--- src/rtl/adder_tree_seq_if.sv ---
// Control/status bundle between the window generator, adder_tree_seq and the result writer.
// Carries bubble_cnt only when ADDER_TREE_SEQ_PERF_EN is defined.
interface adder_tree_seq_if #(
    parameter int unsigned NUM_STAGES = 4,
    parameter int unsigned CNT_W      = 16
);
    logic                  start;
    logic [CNT_W-1:0]      num_windows;
    logic                  in_valid;
    logic                  in_ready;
    logic [NUM_STAGES-1:0] stage_en;
    logic                  out_valid;
    logic                  busy;
    logic                  done;
    logic [CNT_W-1:0]      out_count;
`ifdef ADDER_TREE_SEQ_PERF_EN
    logic [CNT_W-1:0]      bubble_cnt;
`endif

    modport master (
`ifdef ADDER_TREE_SEQ_PERF_EN
        input  bubble_cnt,
`endif
        output start, num_windows, in_valid,
        input  in_ready, stage_en, out_valid, busy, done, out_count
    );

    modport slave (
`ifdef ADDER_TREE_SEQ_PERF_EN
        output bubble_cnt,
`endif
        input  start, num_windows, in_valid,
        output in_ready, stage_en, out_valid, busy, done, out_count
    );
endinterface

--- src/rtl/adder_tree_seq.sv ---
// Sequencer for the pipelined adder tree: per-stage enables, output valid, drain and done.
// Optional bubble counter enabled by defining ADDER_TREE_SEQ_PERF_EN.
module adder_tree_seq #(
    parameter int unsigned NUM_STAGES = 4,
    parameter int unsigned CNT_W      = 16
) (
    input logic              clk,
    input logic              rst_n,
    adder_tree_seq_if.slave  bus_io
);
    localparam logic [1:0] StIdle  = 2'd0;
    localparam logic [1:0] StRun   = 2'd1;
    localparam logic [1:0] StDrain = 2'd2;
    localparam logic [1:0] StDone  = 2'd3;

    logic [1:0]            state_q, state_d;
    logic [CNT_W-1:0]      num_q, num_d;
    logic [CNT_W-1:0]      in_cnt_q, in_cnt_d;
    logic [CNT_W-1:0]      out_cnt_q, out_cnt_d;
    logic [NUM_STAGES-1:0] vsr_q, vsr_d;
    logic                  accept;

    assign accept = (state_q == StRun) && bus_io.in_valid;
    assign vsr_d  = {vsr_q[NUM_STAGES-2:0], accept};

    always_comb begin
        state_d   = state_q;
        num_d     = num_q;
        in_cnt_d  = in_cnt_q;
        out_cnt_d = out_cnt_q;
        if (vsr_q[NUM_STAGES-1] && (out_cnt_q != '1)) begin
            out_cnt_d = out_cnt_q + CNT_W'(1);
        end
        case (state_q)
            StIdle: begin
                if (bus_io.start) begin
                    in_cnt_d  = '0;
                    out_cnt_d = '0;
                    if (bus_io.num_windows != '0) begin
                        num_d   = bus_io.num_windows;
                        state_d = StRun;
                    end else begin
                        state_d = StDone;
                    end
                end
            end
            StRun: begin
                if (accept) begin
                    in_cnt_d = in_cnt_q + CNT_W'(1);
                    if (in_cnt_d == num_q) begin
                        state_d = StDrain;
                    end
                end
            end
            StDrain: begin
                // Leave once nothing is left behind the final stage, so done lands right
                // after the last out_valid.
                if (vsr_q[NUM_STAGES-2:0] == '0) begin
                    state_d = StDone;
                end
            end
            StDone:  state_d = StIdle;
            default: state_d = StIdle;
        endcase
    end

    always_ff @(posedge clk or negedge rst_n) begin
        if (!rst_n) begin
            state_q   <= StIdle;
            num_q     <= '0;
            in_cnt_q  <= '0;
            out_cnt_q <= '0;
            vsr_q     <= '0;
        end else begin
            state_q   <= state_d;
            num_q     <= num_d;
            in_cnt_q  <= in_cnt_d;
            out_cnt_q <= out_cnt_d;
            vsr_q     <= vsr_d;
        end
    end

    assign bus_io.in_ready  = (state_q == StRun);
    assign bus_io.stage_en  = {vsr_q[NUM_STAGES-2:0], accept};
    assign bus_io.out_valid = vsr_q[NUM_STAGES-1];
    assign bus_io.busy      = (state_q == StRun) || (state_q == StDrain);
    assign bus_io.done      = (state_q == StDone);
    assign bus_io.out_count = out_cnt_q;

`ifdef ADDER_TREE_SEQ_PERF_EN
    logic [CNT_W-1:0] bubble_q, bubble_d;

    always_comb begin
        bubble_d = bubble_q;
        if ((state_q == StRun) && !bus_io.in_valid && (bubble_q != '1)) begin
            bubble_d = bubble_q + CNT_W'(1);
        end
        if ((state_q == StIdle) && bus_io.start) begin
            bubble_d = '0;
        end
    end

    always_ff @(posedge clk or negedge rst_n) begin
        if (!rst_n) begin
            bubble_q <= '0;
        end else begin
            bubble_q <= bubble_d;
        end
    end

    assign bus_io.bubble_cnt = bubble_q;
`endif
endmodule

--- src/flat_wrapper.sv ---
// flat-port wrapper written by rule: the top's interface ports become plain ports
module adder_tree_seq_flat 
#(
    parameter int unsigned NUM_STAGES = 4,
    parameter int unsigned CNT_W      = 16
)
  (clk, rst_n, bus_io_start, bus_io_num_windows, bus_io_in_valid, bus_io_in_ready, bus_io_stage_en, bus_io_out_valid, bus_io_busy, bus_io_done, bus_io_out_count);
  adder_tree_seq_if #(.NUM_STAGES(NUM_STAGES), .CNT_W(CNT_W)) bus_io_i ();
  input logic clk;
  input logic rst_n;
  input wire logic [$bits(bus_io_i.start)-1:0] bus_io_start;
  input wire logic [$bits(bus_io_i.num_windows)-1:0] bus_io_num_windows;
  input wire logic [$bits(bus_io_i.in_valid)-1:0] bus_io_in_valid;
  output wire logic [$bits(bus_io_i.in_ready)-1:0] bus_io_in_ready;
  output wire logic [$bits(bus_io_i.stage_en)-1:0] bus_io_stage_en;
  output wire logic [$bits(bus_io_i.out_valid)-1:0] bus_io_out_valid;
  output wire logic [$bits(bus_io_i.busy)-1:0] bus_io_busy;
  output wire logic [$bits(bus_io_i.done)-1:0] bus_io_done;
  output wire logic [$bits(bus_io_i.out_count)-1:0] bus_io_out_count;
  assign bus_io_i.start = bus_io_start;
  assign bus_io_i.num_windows = bus_io_num_windows;
  assign bus_io_i.in_valid = bus_io_in_valid;
  assign bus_io_in_ready = bus_io_i.in_ready;
  assign bus_io_stage_en = bus_io_i.stage_en;
  assign bus_io_out_valid = bus_io_i.out_valid;
  assign bus_io_busy = bus_io_i.busy;
  assign bus_io_done = bus_io_i.done;
  assign bus_io_out_count = bus_io_i.out_count;
  adder_tree_seq #(.NUM_STAGES(NUM_STAGES), .CNT_W(CNT_W)) u_core (.clk(clk), .rst_n(rst_n), .bus_io(bus_io_i));
endmodule
--- config.mk ---
export PLATFORM = sky130hd
export DESIGN_NAME = adder_tree_seq_flat
export DESIGN_NICKNAME = d
export VERILOG_FILES = /design/src/rtl/adder_tree_seq_if.sv /design/src/rtl/adder_tree_seq.sv /design/src/flat_wrapper.sv
export SDC_FILE = /design/constraint.sdc
export NUM_CORES = 1
export LEC_CHECK = 0
export BUFFER_PORTS_ARGS = -buffer_cell sky130_fd_sc_hd__buf_2
export CORE_MARGIN = 4
export CORE_UTILIZATION = 52
export DETAILED_ROUTE_END_ITERATION = 10
export MAX_ROUTING_LAYER = met4
export PLACE_DENSITY = 0.77
export SYNTH_ARGS = -nofsm -noshare
export SYNTH_HDL_FRONTEND = slang
export SYNTH_SLANG_ARGS = --single-unit
--- constraint.sdc ---
create_clock -name clk -period 2.3 [get_ports clk]
set_input_delay 0.46 -clock clk [delete_from_list [all_inputs] [get_ports clk]]
set_output_delay 0.46 -clock clk [all_outputs]
set_load 0.02 [all_outputs]
* Word-level counts from Yosys, hierarchy flattened
Cells that the tools add are included.
Word-level totals: bits in registers 54, latch bits 0, bits in writable memories 0, ROM bits 0, bits of input ports 20, output and inout port bits 24, word-level logic and storage cells 38, memories kept 0
Operators by class: $add $sub $neg 2, $mul 0, div/mod/pow operators 0, $lt $le $gt $ge 0, equal/unequal tests 9, shifts and indexed selects 0, mux-type cells 12, bitwise operators 0, reductions and logical operators 10
Operators by type and width (number):
- $mux W16 | 5
- $add A16 B1 Y16 const B | 2
- $pmux W16 S2 | 1
- $eq A16 B16 Y1 | 1
- $ne A16 B16 Y1 const B | 1
- $reduce_bool A16 Y1 | 1
- $mux W2 | 5
- $pmux W2 S4 | 1
- $ne A2 B1 Y1 const B | 3
- $reduce_and A3 Y1 | 2
- $eq A2 B2 Y1 const B | 2
- $reduce_and A4 Y1 | 1
- $logic_not A3 Y1 | 1
- $eq A2 B1 Y1 const B | 1
- $logic_and A1 B1 Y1 | 2
- $logic_not A2 Y1 | 1
- $ne A2 B2 Y1 const B | 1
- $reduce_bool A2 Y1 | 1
- $logic_or A1 B1 Y1 | 1

* Longest topological paths before layout
Gate-level depths: netlist of run 1.
depth after elaboration 5, gate-level depth with buffers 9, depth with buffers taken out 9

* Worst setup path after synthesis of run 1
No wires, ideal clock.
kind reg2reg, start register u_core.in_cnt_q[0], end register u_core.state_q[0], library setup time 132 ps, arrival time 2012 ps, required time 2168 ps, path slack 155 ps, stages on the path, launching flop included 10, buffers on the path 1, clock period less this slack 2145 ps, path through dfrtp_1 -> ha_1 -> and3_1 -> buf_6 -> nand3_1 -> nor2_1 -> a2111o_1 -> nor4_2 -> a31oi_1 -> mux2i_1
Between the ends: word-level cells in the longest chain between the ends 4
Ends and longest elaborated chain:
- start, declared | RTL line adder_tree_seq.sv:18 | logic [CNT_W-1:0] in_cnt_q, in_cnt_d;
- start signal, assigned | RTL line adder_tree_seq.sv:77 | in_cnt_q <= in_cnt_d;
- $add A16 B1 Y16 | RTL line adder_tree_seq.sv:49 | in_cnt_d = in_cnt_q + CNT_W'(1);
- $eq A16 B16 Y1 | RTL line adder_tree_seq.sv:50 | if (in_cnt_d == num_q) begin
- $ne A2 B1 Y1 (no source line)
- $reduce_and A4 Y1 (no source line)
- end signal, assigned | RTL line adder_tree_seq.sv:69 | state_q <= StIdle;
- end signal, assigned | RTL line adder_tree_seq.sv:75 | state_q <= state_d;
- end, declared | RTL line adder_tree_seq.sv:16 | logic [1:0] state_q, state_d;
No other way between the ends. A chain may end at the register's enable or synchronous reset.

* Final worst setup path of run 1
start register u_core.in_cnt_q[4], end register u_core.state_q[1]
The elaborated chain is that of the path after synthesis.

==> flow_summary.yaml, run 1 <==
run_status:
  outcome: "finished clean"
placed_design:
  post-place-cells: 414
  place_hpwl_um: 4850
  dp_slack_ns: 0.122
  place.gp.congestion: 0.829
  io_buffers: 43
setup_path:
  path_max_fanout: 8
  critPathSlowestCell: "or4_4"
  critPathArrivalTime_ns: 2.38
  slowest_delay_ns: 0.57
  crit_chain: "nand4_2, or4_4, nand2_1, o211ai_2, nor4_2, a31oi_2, mux2i_1"
  critical_path_class: "register to register"
  cp.required_ns: 2.49
  worstSetupStartpointType: "register"
  cp-end-kind: "register"
power_and_ir_drop:
  p_seq_share_pct: 41.3
  vdd_ir_drop_max_v: 0.000491
  p_int_uw: 2020
  p_comb_share_pct: 42.0
  switchingPower_uw: 1270
  powerDensity_nw_per_um2: 956
  p_sw_share_pct: 38.6
  cellLeakagePower_uw: 0.00157
  power.share.clock_pct: 16.8
floorplanning:
  coreArea_sq_um: 5570
  die_w_um: 84.3
  rows: 27
  die_area_sq_um: 7110
  initial_core_util_pct: 54.3
  die_y_um: 84.3
  io_pins: 44
timing:
  slew_headroom_pct: 50.9
  fmax_mhz: 457
  setup_tns_ns: 0
  min_period_ns: 2.19
  drv_slew: 0
  finalCritPeriodShare_pct: 95.1
  setup_slack_ns: 0.113
  rsz0062_at_grt: "false"
  clock-skew-final_ns: 0.00497
  hold_viol: 0
  worst_pin_slew_ns: 0.736
  setup_violations: 0
clocking:
  insertion_delay_ns: 0.30
  numCtsBuffers: 5
  root_buffer: "clkbuf_8"
  clkSlewWorstSetupHoldPaths_ns: 0.10
  clockBufferDepth: 2
  cts_sinks: 54
  cts.htree.levels: 2
  cts_tree: "yes"
  cts_setup_buffers: 0
grt:
  grt_overflow: 0
  grt_max_degree: 32
  track_usage_pct: 19.5
  grt_pass1_wl_um: 11000
  grt_antenna_before_repair: 0
  grt_pass1_vias: 2285
synth:
  ys_warn_count: 0
  syn-cell-area_sq_um: 3030
  syn-num-nets: 331
  yosysSeqAreaShare_pct: 44.6
  syn-mean-instance-area_sq_um: 9.93
  syn_inst: 305
  ys.flop_type: "dfrtp_1"
  yosys.area.top_type: "dfrtp_1"
  synth_top_area_share_pct: 44.6
  synthTopCellsByArea: "dfrtp_1 45%, xor2_1 5.8%, mux2_2 5.6%"
  ys_types: 48
  yosysMostFrequentCell: "dfrtp_1"
  synth_edf_count: 0
  synth_common_cells: "54 x dfrtp_1, 33 x nor2_1, 24 x o21ai_0"
  ys_seq_elements: 54
  async_reset_ff_share_pct: 100
drt:
  drt_iter0_markers: 104
  vias: 2387
  drc: 0
  viasPerCell: 5.66
  drtAntennaViolNets: 0
  wl_um: 6390
  avgRoutedWirePerCell_um: 15.1
  drtPass1Iterations: 4
finish:
  layout.nets: 375
  area_growth_pct: 13.3
  drive_gt1_share_pct: 25.7
  nFillCells: 464
  diodes: 0
  fin_cells: 422
worst_hold_path:
  hold_class: "input pin to asynchronous set/reset pin"
job:
  drv_cap: 0
logic make-up after synthesis:
logic type / count (synthesis) / synth area share (%)
DFF: 54 / 44.6
buffers and inverters: 24 / 4.01
adders and majority gates: 6 / 2.48
AOI/OAI and AO/OA: 60 / 13.3
xor gates and xnor gates: 32 / 9.26
and+or+nand+nor: 109 / 19.0
muxes: 20 / 7.27
worst paths after layout:
kind	cells after the start	slack, ns	endpoint	start
max in group asynchronous	2	1.59	u_core.in_cnt_q[5]	rst_n
worst max register to register	7	0.11	u_core.state_q[1]	u_core.in_cnt_q[4]
worst min register to register	0	0.41	u_core.vsr_q[1]	u_core.vsr_q[0]
worst max-delay path	7	0.11	u_core.state_q[1]	u_core.in_cnt_q[4]
min in group clk	3	0.37	u_core.num_q[5]	bus_io_num_windows[5]
worst min-delay path	1	0.14	u_core.bus_io.out_count[7]	rst_n
flip-flops by register name, summed over array words and instances (netlist names):
register / cells
u_core.num_q: 16
u_core.state_q: 2
u_core.bus_io.out_count: 16
u_core.in_cnt_q: 16
u_core.vsr_q: 4
worst max-delay path: cells and delay by family (launching register included):
| kind | cells | cell delay [ns] |
|---|---|---|
| simple gates | 4 | 1.15 |
| flops | 1 | 0.51 |
| compound gates | 2 | 0.26 |
| mux | 1 | 0.15 |
routing by layer:
layer / track usage (%) / share of wire [%] / up-vias
met4: 4.82 / 0.99 / 0
met5: - / 0 / -
met2: 30.0 / 46 / 68
met3: 4.22 / 6.4 / 6
li1: - / - / 1184
met1: 26.2 / 47 / 1129
per-stage QoR:
step                      hold WS [ns]  util, %  instance area, sq um  total power (uW)
after floorplan                  0.164        -                  3030              2330
after global placement           0.390     59.7                  3330              2690
after detailed placement         0.392     59.7                  3330              2750
after CTS                        0.150     61.4                  3420              3290
after global routing             0.161     61.6                  3430              3520
final                            0.136     61.6                  3430              3280
power by group through the flow:
stage / Combinational, uW / Sequential (uW) / Clock [uW]
2_1_floorplan: 944 / 1380 / 0
3_3_place_gp: 1320 / 1360 / 0
3_5_place_dp: 1370 / 1380 / 0
4_1_cts: 1370 / 1360 / 563
5_1_grt: 1530 / 1390 / 602
6_report: 1380 / 1350 / 551
layout by cell type (no fill, tap or decap), drive strengths merged, types with 2 or more instances in the layout:
cell and count:
nor2 33, ha 6, nand3 11, and3 2, and2 8, o31ai 10, nand2 21, buf 52
mux2i 4, dfrtp 54, xor2 20, inv 9, o211ai 2, xnor2 12, and4 5, nand4 12
a31oi 2, nor3 3, o21ai 25, o41ai 3, mux2 16, nor4 6, a21oi 9, clkbuf 6
nor2b 5
layout make-up:
| cell class | count | area [sq um] | area share [%] |
|---|---|---|---|
| multi-input combinational | 227 | 1560 | 45.5 |
| sequential | 54 | 1360 | 39.5 |
| timing repair buffer | 52 | 295 | 8.60 |
| tap | 72 | 90.1 | 2.62 |
| clock buffer | 6 | 82.6 | 2.41 |
| inverter | 9 | 33.8 | 0.984 |
| clock inverter | 2 | 12.5 | 0.365 |
repair_timing:
item	4_1_cts	5_1_grt
hold buffers	0	0
setup endpoints to repair	0	2
gates resized for setup	0	5
Note: power is estimated with default switching activity, not from simulation.
==> run 2, diff against run 1 <==
--- a/config.mk
+++ b/config.mk
@@ -10,7 +10,7 @@
 export CORE_UTILIZATION = 52
 export DETAILED_ROUTE_END_ITERATION = 10
 export MAX_ROUTING_LAYER = met4
-export PLACE_DENSITY = 0.77
+export PLACE_DENSITY_LB_ADDON = 0.1
 export SYNTH_ARGS = -nofsm -noshare
 export SYNTH_HDL_FRONTEND = slang
 export SYNTH_SLANG_ARGS = --single-unit
==> run 2 against run 1 <==
Effect of this change:
- sequential share of layout area increased by 0.24 points
- total power is 1.4% lower
- first-iteration DRC count fell by 24%
- clock power shrank 7.6%
- clock-buffer cell count is 1 higher
- largest power group unchanged
- largest cell class unchanged
- sequential power about the same
- register-to-register slack hardly changed
- critical path type unchanged
- utilization is 0.54 points lower
- fmax down 0.42%
- flip-flop and latch count unchanged
- clock skew grew 0.0038 ns
- non-clock buffer count did not move
==> flow_summary.yaml, run 2 (synthesized netlist as in run 1, its figures left out) <==
setup_path:
  r2r_start: "u_core.in_cnt_q[0]"
  slowest_delay_ns: 0.60
  cp-end-kind: "register"
  cp.required_ns: 2.50
  rr_endpoint: "u_core.state_q[0]"
  critPathArrivalTime_ns: 2.40
  path_max_fanout: 7
  critPathSlowestCell: "or4_4"
  crit_chain: "buf_4, nand4_1, or4_4, nand2_1, o211ai_2, nor4_2, a31oi_2, mux2i_1"
  critical_path_class: "register to register"
  regToRegSetupSlack_ns: 0.10
  worstSetupStartpointType: "register"
  r2r_cells: 8
drt:
  vias: 2354
  met3_length_um: 294
  wl_um: 6380
  viasPerCell: 5.59
  dr_wl_met2_um: 2870
  drc: 0
  drtPass1Iterations: 4
  drtAntennaViolNets: 0
  top_layer_used: "met4"
  avgRoutedWirePerCell_um: 15.1
  drt_iter0_markers: 79
  wl_met1_um: 3100
finish:
  mostFrequentLayoutCell: "dfrtp_1"
  area_growth_pct: 12.4
  diodes: 0
  final_cell_mix: "53 x dfrtp_1, 43 x buf_2, 33 x nor2_1, 24 x o21ai_0, 21 x nand2_1"
  nFillCells: 485
  ff_latch_area_sq_um: 1350
  final_area_sq_um: 3400
  multi_input_area_sq_um: 1570
  layout.nets: 375
  drive_gt1_share_pct: 24.4
floorplanning:
  io_pins: 44
  initial_core_util_pct: 54.3
  die_y_um: 84.3
  die_area_sq_um: 7110
  coreArea_sq_um: 5570
  rows: 27
  die_w_um: 84.3
timing:
  clock-skew-final_ns: 0.00877
  whs_ns: 0.277
  setup_tns_ns: 0
  fmax_mhz: 455
  worst_pin_slew_ns: 0.692
  setup_violations: 0
  min_period_ns: 2.20
  drv_slew: 0
  finalCritPeriodShare_pct: 95.5
  hold_viol: 0
  rsz0062_at_grt: "false"
  setup_slack_ns: 0.104
  slew_headroom_pct: 53.9
power_and_ir_drop:
  p_seq_share_pct: 41.8
  p_sw_share_pct: 38.7
  cellLeakagePower_uw: 0.00156
  power.share.clock_pct: 15.7
  switchingPower_uw: 1250
  powerDensity_nw_per_um2: 951
  vdd_ir_drop_max_v: 0.000462
  p_comb_share_pct: 42.4
  p_int_uw: 1980
clocking:
  insertion_delay_ns: 0.31
  clockBufferDepth: 2
  cts_tree: "yes"
  numCtsBuffers: 5
  root_buffer: "clkbuf_8"
  cts-hold-fix-buffers: 0
  cts_setup_buffers: 0
  cts.htree.levels: 2
  clkSlewWorstSetupHoldPaths_ns: 0.09
  ctsResizeCount: 0
  cts_sinks: 54
job:
  drv_cap: 0
grt:
  grt_overflow: 0
  grt_pass1_vias: 2246
  grt_max_degree: 55
  grt_pass1_wl_um: 10700
  grt_antenna_before_repair: 0
  track_usage_pct: 19.2
placed_design:
  dpl_cell_area_sq_um: 3310
  place.gp.congestion: 0.854
  dp_slack_ns: 0.118
  place_hpwl_um: 4650
  io_buffers: 43
worst_hold_path:
  hold_class: "input pin to asynchronous set/reset pin"
run_status:
  outcome: "finished clean"
## run 2: cell count changes in the layout (fill, tap and decap cells not counted), sizes merged
cell | before | now
clkinv | 1 | 0
clkbuf | 6 | 7
clkinvlp | 1 | 0
## run 2: critical path: cells and delay by family, from the launching register on
family          cells  cell delay [ns]
compound gates      2             0.26
flops               1             0.37
mux                 1             0.15
buf+inv             1             0.15
simple gates        4             1.15
## run 2: metrics by stage
step,total power [uW],utilization [%],instances
6_report,3240,61.0,421
2_1_floorplan,2330,-,305
4_1_cts,3250,60.8,421
3_5_place_dp,2730,59.4,414
3_3_place_gp,2710,59.4,414
5_1_grt,3460,61.0,421
## run 2: worst max-delay path by stage
stage | start | end | cells after the start
after floorplan | u_core.in_cnt_q[0] | u_core.state_q[0] | 9
after global placement | u_core.state_q[0] | u_core.state_q[0] | 9
after detailed placement | u_core.in_cnt_q[0] | u_core.state_q[0] | 8
after CTS | u_core.in_cnt_q[0] | u_core.state_q[1] | 8
after global routing | u_core.in_cnt_q[10] | u_core.state_q[0] | 7
final | u_core.in_cnt_q[0] | u_core.state_q[0] | 8
## run 2: layer usage
layer / vias to the layer above / GRT usage [%]
met5: - / -
met4: 0 / 6.29
met3: 12 / 3.93
met2: 52 / 29.4
met1: 1114 / 25.5
li1: 1176 / -
## run 2: layout make-up
type | count | area share (%)
tap | 72 | 2.65
sequential | 54 | 39.8
timing repair buffer | 52 | 8.31
inverter | 9 | 0.993
clock buffer | 7 | 2.24
multi-input combinational | 227 | 46.0
## run 2: power by group through the flow
stage                     registers (uW)  clock network (uW)  logic [uW]
final                               1350                 509        1370
after global routing                1380                 560        1520
after CTS                           1350                 529        1370
after detailed placement            1370                   0        1360
after global placement              1360                   0        1340
after floorplan                     1380                   0         944
==> run 3, diff against run 2 <==
--- a/config.mk
+++ b/config.mk
@@ -7,7 +7,7 @@
 export LEC_CHECK = 0
 export BUFFER_PORTS_ARGS = -buffer_cell sky130_fd_sc_hd__buf_2
 export CORE_MARGIN = 4
-export CORE_UTILIZATION = 52
+export CORE_UTILIZATION = 55
 export DETAILED_ROUTE_END_ITERATION = 10
 export MAX_ROUTING_LAYER = met4
 export PLACE_DENSITY_LB_ADDON = 0.1
==> constraint.sdc (replaced) <==
create_clock -name clk -period 2.2 [get_ports clk]
set_input_delay 0.44 -clock clk [delete_from_list [all_inputs] [get_ports clk]]
set_output_delay 0.44 -clock clk [all_outputs]
set_load 0.02 [all_outputs]
==> run 3 against run 2 <==
Effect of this change:
- combinational power grew 17%
- worst setup slack lost 0.0069 ns
- clock skew shrank 0.0027 ns
- flip-flop and latch count is the same
- total power grew 10%
- wire length grew 4.0%
- via count grew 5.1%
- non-clock buffer count grew 11
- sequential power grew 5%
- fmax grew 4.4%
- clock power grew 6.1%
- critical path type unchanged
==> flow_summary.yaml, run 3 (synthesized netlist as in run 1, its figures left out) <==
timing:
  fmax_mhz: 476
  setup_tns_ns: 0
  clock-skew-final_ns: 0.00609
  slew_headroom_pct: 62.5
  hold_viol: 0
  min_period_ns: 2.10
  setup_violations: 0
  finalCritPeriodShare_pct: 95.6
  rsz0062_at_grt: "true"
  worst_pin_slew_ns: 0.562
  drv_slew: 0
setup_path:
  startpoint: "u_core.in_cnt_q[0]"
  critical_path_class: "register to register"
  critPathArrivalTime_ns: 2.29
  cp.required_ns: 2.39
  path_max_fanout: 7
  cp-end-kind: "register"
  worstSetupStartpointType: "register"
  r2r_start: "u_core.in_cnt_q[0]"
clocking:
  cts.htree.levels: 2
  cts_tree: "yes"
  cts_sinks: 54
  clkSlewWorstSetupHoldPaths_ns: 0.09
  numCtsBuffers: 5
  cts-hold-fix-buffers: 0
  root_buffer: "clkbuf_8"
  clockBufferDepth: 2
  insertion_delay_ns: 0.30
grt:
  grt_pass1_vias: 2398
  grt_overflow: 0
  grt_antenna_before_repair: 0
  grt_max_degree: 32
  track_usage_pct: 22.1
  grt_pass1_wl_um: 11200
floorplanning:
  die_y_um: 82.2
  io_pins: 44
  die_area_sq_um: 6760
  die_w_um: 82.2
  initial_core_util_pct: 58.2
  coreArea_sq_um: 5200
  rows: 26
power_and_ir_drop:
  vdd_ir_drop_max_v: 0.000566
  powerDensity_nw_per_um2: 1010
  cellLeakagePower_uw: 0.00163
drt:
  drtPass1Iterations: 4
  avgRoutedWirePerCell_um: 15.5
  vias: 2475
  drc: 0
  drtAntennaViolNets: 0
  viasPerCell: 5.77
  wl_um: 6630
  drt_iter0_markers: 146
finish:
  mostFrequentLayoutCell: "dfrtp_1"
  fin_cells: 429
  nFillCells: 447
  final_cell_mix: "50 x dfrtp_1, 43 x buf_2, 33 x nor2_1, 24 x o21ai_0, 21 x nand2_1"
  drive_gt1_share_pct: 29.5
  area_growth_pct: 17.1
  diodes: 0
  layout.nets: 386
placed_design:
  io_buffers: 43
  place.gp.congestion: 0.830
  place_hpwl_um: 4960
  post-place-cells: 420
job:
  drv_cap: 0
worst_hold_path:
  hold_class: "input pin to asynchronous set/reset pin"
run_status:
  outcome: "finished clean"
run 3: per-stage QoR:
| stage | instance area [sq um] | hold slack, ns | setup slack (ns) | power, uW | util [%] |
|---|---|---|---|---|---|
| floorplan | 3030 | 0.144 | 0.0553 | 2430 | - |
| global route | 3550 | 0.157 | -0.0363 | 3820 | 68.1 |
| finish | 3550 | 0.115 | 0.0970 | 3560 | 68.1 |
| CTS | 3490 | 0.125 | 0.0122 | 3490 | 67.0 |
| detailed placement | 3400 | 0.391 | -0.0213 | 2930 | 65.2 |
| global placement | 3400 | 0.388 | 0.0408 | 2870 | 65.2 |
run 3: report_power, final:
group | switching (uW) | total (uW) | internal [uW]
logic | 851 | 1600 | 748
clock network | 297 | 540 | 243
registers | 203 | 1420 | 1220
run 3: critical path, stage by stage, from the launching register on:
cell	delay, ns
dfrtp_1	0.42
buf_4	0.17
and4_4	0.22
a311o_1	0.35
o22ai_1	0.13
a21oi_1	0.09
nor4_2	0.31
a31oi_2	0.16
mux2i_1	0.15
run 3: final timing paths:
kind,endpoint,slack [ns],depth (start not counted)
setup / recovery,u_core.state_q[0],0.1,8
hold / removal,u_core.bus_io.out_count[9],0.12,1
setup reg to reg,u_core.state_q[0],0.1,8
hold reg to reg,u_core.vsr_q[1],0.41,0
max in group asynchronous,u_core.in_cnt_q[5],1.52,2
min in group clk,u_core.num_q[5],0.35,3
run 3: per-layer routing:
metal / vias up / track usage, % / part of all wire (%)
met3: 11 / 4.45 / 5.8
met2: 73 / 35.8 / 47
li1: 1194 / - / -
met1: 1197 / 27.7 / 45
met5: - / - / 0
met4: 0 / 7.64 / 1.7
run 3: area by class of cell:
class                      count  area, sq um  share of cell area [%]
inverter                       9         33.8                   0.953
timing repair buffer          63          390                    11.0
tap                           70         87.6                    2.47
clock buffer                   6         82.6                    2.33
multi-input combinational    227         1600                    45.0
sequential                    54         1360                    38.2
run 3: what timing repair did:
item	in CTS	in global routing
buffers inserted	0	3
pin swaps	2	7
setup endpoints to repair	2	2
gates resized for setup	2	11
